==> src/rtl/m_wb_mem_stage_pkg.sv <==
// rtl/m_wb_mem_stage_pkg.sv - shared types and constants for the MEM/WB stage
package m_wb_mem_stage_pkg;

    typedef enum logic {
        ST_IDLE = 1'b0,
        ST_WAIT = 1'b1
    } mem_state_e;

    localparam logic [3:0] BE_WORD = 4'b1111;
    localparam logic [3:0] BE_LO   = 4'b0011;
    localparam logic [3:0] BE_HI   = 4'b1100;

    // Word accesses need addr[1:0]==0, halfword accesses need addr[0]==0.
    function automatic logic is_misaligned(input logic half, input logic [1:0] addr_lo);
        return half ? addr_lo[0] : (addr_lo != 2'b00);
    endfunction

endpackage

==> src/rtl/m_wb_mem_stage_if.sv <==
// rtl/m_wb_mem_stage_if.sv - data-memory request/acknowledge bus
interface m_wb_mem_stage_if #(
    parameter int addr_size = 16,
    parameter int data_size = 32
);
    logic                 DM_req;
    logic                 DM_we;
    logic [3:0]           DM_be;
    logic [addr_size-1:0] DM_addr;
    logic [data_size-1:0] DM_wdata;
    logic [data_size-1:0] DM_rdata;
    logic                 DM_ack;

    modport master (
        output DM_req, DM_we, DM_be, DM_addr, DM_wdata,
        input  DM_rdata, DM_ack
    );

    modport slave (
        input  DM_req, DM_we, DM_be, DM_addr, DM_wdata,
        output DM_rdata, DM_ack
    );
endinterface

==> src/rtl/m_wb_load_align.sv <==
// rtl/m_wb_load_align.sv - load lane select with halfword sign extension
module m_wb_load_align #(
    parameter int data_size = 32
) (
    input  logic [data_size-1:0] rdata,
    input  logic                 half,
    input  logic                 hi_sel,
    output logic [data_size-1:0] data
);

    logic [15:0] lane;

    // Pick the addressed halfword and sign-extend it; words pass through.
    always_comb begin
        lane = hi_sel ? rdata[31:16] : rdata[15:0];
        data = rdata;
        if (half) begin
            data = {{(data_size-16){lane[15]}}, lane};
        end
    end

endmodule

==> src/rtl/m_wb_mem_stage.sv <==
// rtl/m_wb_mem_stage.sv - MEM stage access control and M/WB pipeline register
module m_wb_mem_stage
    import m_wb_mem_stage_pkg::*;
#(
    parameter int pc_size   = 18,
    parameter int data_size = 32,
    parameter int addr_size = 16,
    parameter int timeout   = 16
) (
    input  logic                 clk,
    input  logic                 rst,
    input  logic                 M_MemtoReg,
    input  logic                 M_RegWrite,
    input  logic                 M_MemWrite,
    input  logic                 M_Jal,
    input  logic                 M_Half,
    input  logic [data_size-1:0] M_ALU_result,
    input  logic [data_size-1:0] M_Rt_data,
    input  logic [pc_size-1:0]   M_PCplus8,
    input  logic [4:0]           M_WR_out,
    m_wb_mem_stage_if.master     dm,
    output logic                 M_stall,
    output logic                 M_bus_err,
    output logic                 M_misalign,
    output logic                 WB_MemtoReg,
    output logic                 WB_RegWrite,
    output logic                 WB_Jal,
    output logic [data_size-1:0] WB_ALU_result,
    output logic [data_size-1:0] WB_DM_out,
    output logic [pc_size-1:0]   WB_PCplus8,
    output logic [4:0]           WB_WR_out
);

    localparam logic [7:0] TIMEOUT_C = 8'(timeout);

    mem_state_e           state_q, state_d;
    logic [7:0]           cnt_q, cnt_d;
    logic                 bus_err_q, bus_err_d;
    logic                 misalign_q, misalign_d;
    logic                 wb_m2r_q, wb_m2r_d;
    logic                 wb_rw_q, wb_rw_d;
    logic                 wb_jal_q, wb_jal_d;
    logic [data_size-1:0] wb_alu_q, wb_alu_d;
    logic [data_size-1:0] wb_dm_q, wb_dm_d;
    logic [pc_size-1:0]   wb_pc8_q, wb_pc8_d;
    logic [4:0]           wb_wr_q, wb_wr_d;

    logic                 memop, misaligned, timed_out, req;
    logic                 retire;
    logic [data_size-1:0] load_data;

    m_wb_load_align #(.data_size(data_size)) u_load_align (
        .rdata  (dm.DM_rdata),
        .half   (M_Half),
        .hi_sel (M_ALU_result[1]),
        .data   (load_data)
    );

    // Request decode and bus drive; the request is withdrawn in the cycle the
    // wait budget is exhausted so upstream is released on the error edge.
    always_comb begin
        memop       = M_MemWrite | M_MemtoReg;
        misaligned  = memop & is_misaligned(M_Half, M_ALU_result[1:0]);
        timed_out   = (state_q == ST_WAIT) && (cnt_q == TIMEOUT_C);
        req         = ~rst & memop & ~misaligned & ~timed_out;
        dm.DM_req   = req;
        dm.DM_we    = M_MemWrite;
        dm.DM_addr  = M_ALU_result[addr_size+1:2];
        dm.DM_be    = ~M_Half ? BE_WORD : (M_ALU_result[1] ? BE_HI : BE_LO);
        dm.DM_wdata = M_Half ? {2{M_Rt_data[15:0]}} : M_Rt_data;
        M_stall     = req & ~dm.DM_ack;
    end

    // Next-state, wait counter and M/WB register contents.
    always_comb begin
        state_d    = state_q;
        cnt_d      = cnt_q;
        bus_err_d  = 1'b0;
        misalign_d = 1'b0;
        retire     = 1'b0;
        wb_m2r_d   = 1'b0;
        wb_rw_d    = 1'b0;
        wb_jal_d   = 1'b0;
        wb_alu_d   = wb_alu_q;
        wb_dm_d    = wb_dm_q;
        wb_pc8_d   = wb_pc8_q;
        wb_wr_d    = wb_wr_q;
        case (state_q)
            ST_IDLE: begin
                if (!memop) begin
                    retire = 1'b1;
                end else if (misaligned) begin
                    misalign_d = 1'b1;
                end else if (dm.DM_ack) begin
                    retire = 1'b1;
                end else begin
                    state_d = ST_WAIT;
                    cnt_d   = 8'd1;
                end
            end
            ST_WAIT: begin
                if (timed_out) begin
                    state_d   = ST_IDLE;
                    cnt_d     = 8'd0;
                    bus_err_d = 1'b1;
                end else if (dm.DM_ack) begin
                    state_d = ST_IDLE;
                    cnt_d   = 8'd0;
                    retire  = 1'b1;
                end else begin
                    cnt_d = cnt_q + 8'd1;
                end
            end
            default: begin
                state_d = ST_IDLE;
                cnt_d   = 8'd0;
            end
        endcase
        if (retire) begin
            wb_m2r_d = M_MemtoReg;
            wb_rw_d  = M_RegWrite;
            wb_jal_d = M_Jal;
            wb_alu_d = M_ALU_result;
            wb_dm_d  = M_MemtoReg ? load_data : '0;
            wb_pc8_d = M_PCplus8;
            wb_wr_d  = M_WR_out;
        end
    end

    // Falling-edge pipeline register with asynchronous clear.
    always_ff @(negedge clk or posedge rst) begin
        if (rst) begin
            state_q    <= ST_IDLE;
            cnt_q      <= 8'd0;
            bus_err_q  <= 1'b0;
            misalign_q <= 1'b0;
            wb_m2r_q   <= 1'b0;
            wb_rw_q    <= 1'b0;
            wb_jal_q   <= 1'b0;
            wb_alu_q   <= '0;
            wb_dm_q    <= '0;
            wb_pc8_q   <= '0;
            wb_wr_q    <= '0;
        end else begin
            state_q    <= state_d;
            cnt_q      <= cnt_d;
            bus_err_q  <= bus_err_d;
            misalign_q <= misalign_d;
            wb_m2r_q   <= wb_m2r_d;
            wb_rw_q    <= wb_rw_d;
            wb_jal_q   <= wb_jal_d;
            wb_alu_q   <= wb_alu_d;
            wb_dm_q    <= wb_dm_d;
            wb_pc8_q   <= wb_pc8_d;
            wb_wr_q    <= wb_wr_d;
        end
    end

    assign M_bus_err     = bus_err_q;
    assign M_misalign    = misalign_q;
    assign WB_MemtoReg   = wb_m2r_q;
    assign WB_RegWrite   = wb_rw_q;
    assign WB_Jal        = wb_jal_q;
    assign WB_ALU_result = wb_alu_q;
    assign WB_DM_out     = wb_dm_q;
    assign WB_PCplus8    = wb_pc8_q;
    assign WB_WR_out     = wb_wr_q;

endmodule
==> src/flat_wrapper.sv <==
// flat-port wrapper written by rule: the top's interface ports become plain ports
module m_wb_mem_stage_flat import m_wb_mem_stage_pkg::*;
#(
    parameter int pc_size   = 18,
    parameter int data_size = 32,
    parameter int addr_size = 16,
    parameter int timeout   = 16
)
  (clk, rst, M_MemtoReg, M_RegWrite, M_MemWrite, M_Jal, M_Half, M_ALU_result, M_Rt_data, M_PCplus8, M_WR_out, M_stall, M_bus_err, M_misalign, WB_MemtoReg, WB_RegWrite, WB_Jal, WB_ALU_result, WB_DM_out, WB_PCplus8, WB_WR_out, dm_DM_req, dm_DM_we, dm_DM_be, dm_DM_addr, dm_DM_wdata, dm_DM_rdata, dm_DM_ack);
  m_wb_mem_stage_if #(.addr_size(addr_size), .data_size(data_size)) dm_i ();
  input  logic clk;
  input  logic rst;
  input  logic M_MemtoReg;
  input  logic M_RegWrite;
  input  logic M_MemWrite;
  input  logic M_Jal;
  input  logic M_Half;
  input  logic [data_size-1:0] M_ALU_result;
  input  logic [data_size-1:0] M_Rt_data;
  input  logic [pc_size-1:0] M_PCplus8;
  input  logic [4:0] M_WR_out;
  output logic M_stall;
  output logic M_bus_err;
  output logic M_misalign;
  output logic WB_MemtoReg;
  output logic WB_RegWrite;
  output logic WB_Jal;
  output logic [data_size-1:0] WB_ALU_result;
  output logic [data_size-1:0] WB_DM_out;
  output logic [pc_size-1:0] WB_PCplus8;
  output logic [4:0] WB_WR_out;
  output wire logic [$bits(dm_i.DM_req)-1:0] dm_DM_req;
  output wire logic [$bits(dm_i.DM_we)-1:0] dm_DM_we;
  output wire logic [$bits(dm_i.DM_be)-1:0] dm_DM_be;
  output wire logic [$bits(dm_i.DM_addr)-1:0] dm_DM_addr;
  output wire logic [$bits(dm_i.DM_wdata)-1:0] dm_DM_wdata;
  input wire logic [$bits(dm_i.DM_rdata)-1:0] dm_DM_rdata;
  input wire logic [$bits(dm_i.DM_ack)-1:0] dm_DM_ack;
  assign dm_DM_req = dm_i.DM_req;
  assign dm_DM_we = dm_i.DM_we;
  assign dm_DM_be = dm_i.DM_be;
  assign dm_DM_addr = dm_i.DM_addr;
  assign dm_DM_wdata = dm_i.DM_wdata;
  assign dm_i.DM_rdata = dm_DM_rdata;
  assign dm_i.DM_ack = dm_DM_ack;
  m_wb_mem_stage #(.pc_size(pc_size), .data_size(data_size), .addr_size(addr_size), .timeout(timeout)) u_core (.clk(clk), .rst(rst), .M_MemtoReg(M_MemtoReg), .M_RegWrite(M_RegWrite), .M_MemWrite(M_MemWrite), .M_Jal(M_Jal), .M_Half(M_Half), .M_ALU_result(M_ALU_result), .M_Rt_data(M_Rt_data), .M_PCplus8(M_PCplus8), .M_WR_out(M_WR_out), .dm(dm_i), .M_stall(M_stall), .M_bus_err(M_bus_err), .M_misalign(M_misalign), .WB_MemtoReg(WB_MemtoReg), .WB_RegWrite(WB_RegWrite), .WB_Jal(WB_Jal), .WB_ALU_result(WB_ALU_result), .WB_DM_out(WB_DM_out), .WB_PCplus8(WB_PCplus8), .WB_WR_out(WB_WR_out));
endmodule
==> config.mk <==
export PLATFORM = sky130hd
export DESIGN_NAME = m_wb_mem_stage_flat
export DESIGN_NICKNAME = d
export VERILOG_FILES = /design/src/rtl/m_wb_mem_stage_pkg.sv /design/src/rtl/m_wb_mem_stage_if.sv /design/src/rtl/m_wb_load_align.sv /design/src/rtl/m_wb_mem_stage.sv /design/src/flat_wrapper.sv
export SDC_FILE = /design/constraint.sdc
export NUM_CORES = 1
export LEC_CHECK = 0
export BUFFER_PORTS_ARGS = -buffer_cell sky130_fd_sc_hd__buf_2
export CORE_UTILIZATION = 35
export DETAILED_ROUTE_END_ITERATION = 8
export PLACE_DENSITY_LB_ADDON = 0.15
export SLEW_MARGIN = 5
export SYNTH_ARGS = -nofsm -noshare
export SYNTH_HDL_FRONTEND = slang
export SYNTH_HIERARCHICAL = 1
export SYNTH_SLANG_ARGS = --single-unit
==> constraint.sdc <==
create_clock -name clk -period 3.6 [get_ports clk]
set_input_delay 0.54 -clock clk [delete_from_list [all_inputs] [get_ports clk]]
set_output_delay 0.54 -clock clk [all_outputs]
set_load 0.005 [all_outputs]
==> flow_summary.json <==
{
  "status": "finished with violations",
  "failed_checks": "negative setup slack",
  "drv_slew": 0,
  "yosysSeqAreaShare_pct": 47.1,
  "port_buffers": 273,
  "grt_remaining_overflow": 0,
  "avgSynthCellArea_um2": 12.3,
  "synthSimpleGateAreaFrac_pct": 7.37,
  "ant_nets": 0,
  "fp.dieW_um": 126,
  "path_clk_slew_ps": 50,
  "cp_max_fo": 3,
  "leakagePower_uw": 0.00395,
  "synth_fp_nets": 565,
  "vias_per_cell": 4.63,
  "worstSetupEndpointType": "output pin",
  "syn_area_um2": 5370,
  "rsz0062_at_grt": "true",
  "grt_pass1_wl_um": 21800,
  "path_class": "reg2out",
  "die_h_um": 126,
  "postCtsHoldBufs": 0,
  "setup_tns_ps": -1190,
  "synth-edff-count": 0,
  "nNetsFinal": 849,
  "r2r_slack_ps": -290,
  "synthFlopType": "dfrtn_1",
  "drc": 0,
  "antenna_cells": 0,
  "vdd_ir_drop_max_mv": 0.218,
  "clock_path_buffers": 2,
  "ys.warnings.count": 6,
  "drtPass1Iterations": 4,
  "dieArea_um2": 15800,
  "postLayoutCoreUtil_pct": 50.1,
  "synthAdderAreaFrac_pct": 0.466,
  "vias": 4206,
  "numCtsBuffers": 9,
  "final_cell_mix": "273 x buf_2, 101 x dfrtn_1, 65 x mux2_4, 39 x buf_4, 38 x nand2_1",
  "initial_core_util_pct": 36.4,
  "wirelength_um": 14100,
  "htree_levels": 3,
  "dp_hpwl_um": 9890,
  "setup_slack_ps": -481,
  "insertion_delay_ps": 350,
  "place_ws_ps": -374,
  "drive_gt1_share_pct": 61.1,
  "setup_violations": 3,
  "ys_seq_elements": 101,
  "hold_viol_final": 0,
  "muxShareOfSynthArea_pct": 29.2,
  "power.density_nw_per_um2": 476,
  "antenna_found_initial": 0,
  "critPathLaunchType": "flop",
  "tritoncts": "done",
  "root_buffer": "clkbuf_16",
  "cp.arrival_ps": 3540,
  "worst_ep_required_time_ps": 3060,
  "synth_xor_area_share_pct": 0,
  "relSlewSlack_pct": 62.6,
  "core_um2": 14800,
  "gp_congestion": 0.773,
  "placed_area_um2": 6750,
  "min_path_type": "reg2reg",
  "row_count": 44,
  "clock_sinks": 101,
  "synth.distinct_cells": 43,
  "mostFrequentLayoutCell": "buf_2",
  "drt_iter0_drc": 156,
  "fin_area_um2": 7400,
  "track_usage_pct": 17.8,
  "synthToLayoutAreaGrowth_pct": 37.9,
  "grt_max_degree": 102,
  "synth_compound_area_share_pct": 3.89,
  "synth_top_family_by_area": "multiplexers",
  "wl_per_cell_um": 15.5,
  "grt_pass1_vias": 4277,
  "skew_ps": 7.00,
  "hold_ws_ps": 448,
  "synthArstFlopShare_pct": 100,
  "drv_cap": 0,
  "ios": 274,
  "synthCells": 436,
  "tightest_slew_ps": 562
}
[per-stage QoR]
step | cells | power, uW
floorplan | 436 | 2020
global placement | 861 | 2380
detailed placement | 861 | 2400
CTS | 906 | 3490
global route | 909 | 3720
finish | 909 | 3520
[cell families (layout without fill, tap and decap cells)]
group | Yosys count | after routing
buffers and inverters | 96 | 385
AOI/OAI and AO/OA | 32 | 32
DFF | 101 | 101
muxes | 121 | 121
and+or+nand+nor | 84 | 84
adders and majority gates | 2 | 2
[worst max-delay path: stages (launching register included)]
cell      delay (ps)
dfrtn_1          430
inv_2             60
buf_6            110
ha_4             140
and4bb_1         190
and4_4           190
nor4_4           120
buf_2            150
[report_power, final]
group          total, uW  switching [uW]  internal, uW  leakage [uW]
combinational       1120             447           669       0.00258
clock                948             455           493      0.000133
sequential          1460             104          1350       0.00124
total               3520            1010          2510       0.00395
[Yosys cell counts, drive strengths merged, types with 2 or more instances]
master	number	share of area, %
nand3	2	0.19
nor2	22	1.5
buf	50	8.7
inv	38	2.7
mux2	88	23
o21ai	5	0.47
and2	3	0.35
nor3	4	0.58
clkbuf	8	0.56
a22o	3	0.49
nand2	39	2.8
mux2i	33	6.2
nand2b	3	0.35
or3	2	0.23
nor4	2	0.23
o221ai	2	0.33
dfrtn	101	47
ha	2	0.47
a21oi	16	1.5
[metal layers]
metal | global-route usage [%] | share of wire, % | vias up
met3 | 4.04 | 6.8 | 19
met1 | 20.0 | 40 | 1996
met5 | 0 | 0 | -
met4 | 7.73 | 2.1 | 0
met2 | 32.2 | 51 | 194
li1 | - | - | 1997
[what timing repair did]
action | in CTS | in global routing
endpoints found under the hold margin | 0 | 0
endpoints found under the setup margin | 2 | 85
pin swaps | 4 | 2
gates resized for setup | 2 | 18
cloned | 0 | 1
setup buffers | 29 | 3
[path summary, 6_finish.rpt]
kind / to / cells after the start / startpoint
max in group asynchronous: u_core/WB_PCplus8[8] / 3 / rst
hold / removal: u_core/WB_PCplus8[3] / 1 / u_core/WB_PCplus8[3]
setup reg to reg: u_core/cnt_q[1] / 31 / u_core/cnt_q[1]
min in group asynchronous: u_core/WB_ALU_result[0] / 3 / rst
setup / recovery: M_stall / 7 / u_core/cnt_q[1]
hold reg to reg: u_core/WB_PCplus8[3] / 1 / u_core/WB_PCplus8[3]
[layout make-up]
| class | count | area (um^2) |
|---|---|---|
| inverter | 38 | 146 |
| fill | 1346 | 7360 |
| timing repair buffer | 331 | 1940 |
| multi-input combinational | 239 | 2270 |
| sequential | 101 | 2530 |
| tap | 184 | 230 |
| clock buffer | 10 | 239 |
| clock inverter | 6 | 47.5 |
[flip-flops by register name (all words and copies together), names as in the netlist]
| register | flops |
|---|---|
| u_core/WB_MemtoReg | 1 |
| u_core/WB_Jal | 1 |
| u_core/state_q | 1 |
| u_core/M_misalign | 1 |
| u_core/WB_WR_out | 5 |
| u_core/WB_RegWrite | 1 |
| u_core/WB_ALU_result | 32 |
| u_core/cnt_q | 8 |
| u_core/WB_PCplus8 | 18 |
| u_core/WB_DM_out | 32 |
| u_core/M_bus_err | 1 |
(Power assumes the default switching activity.)
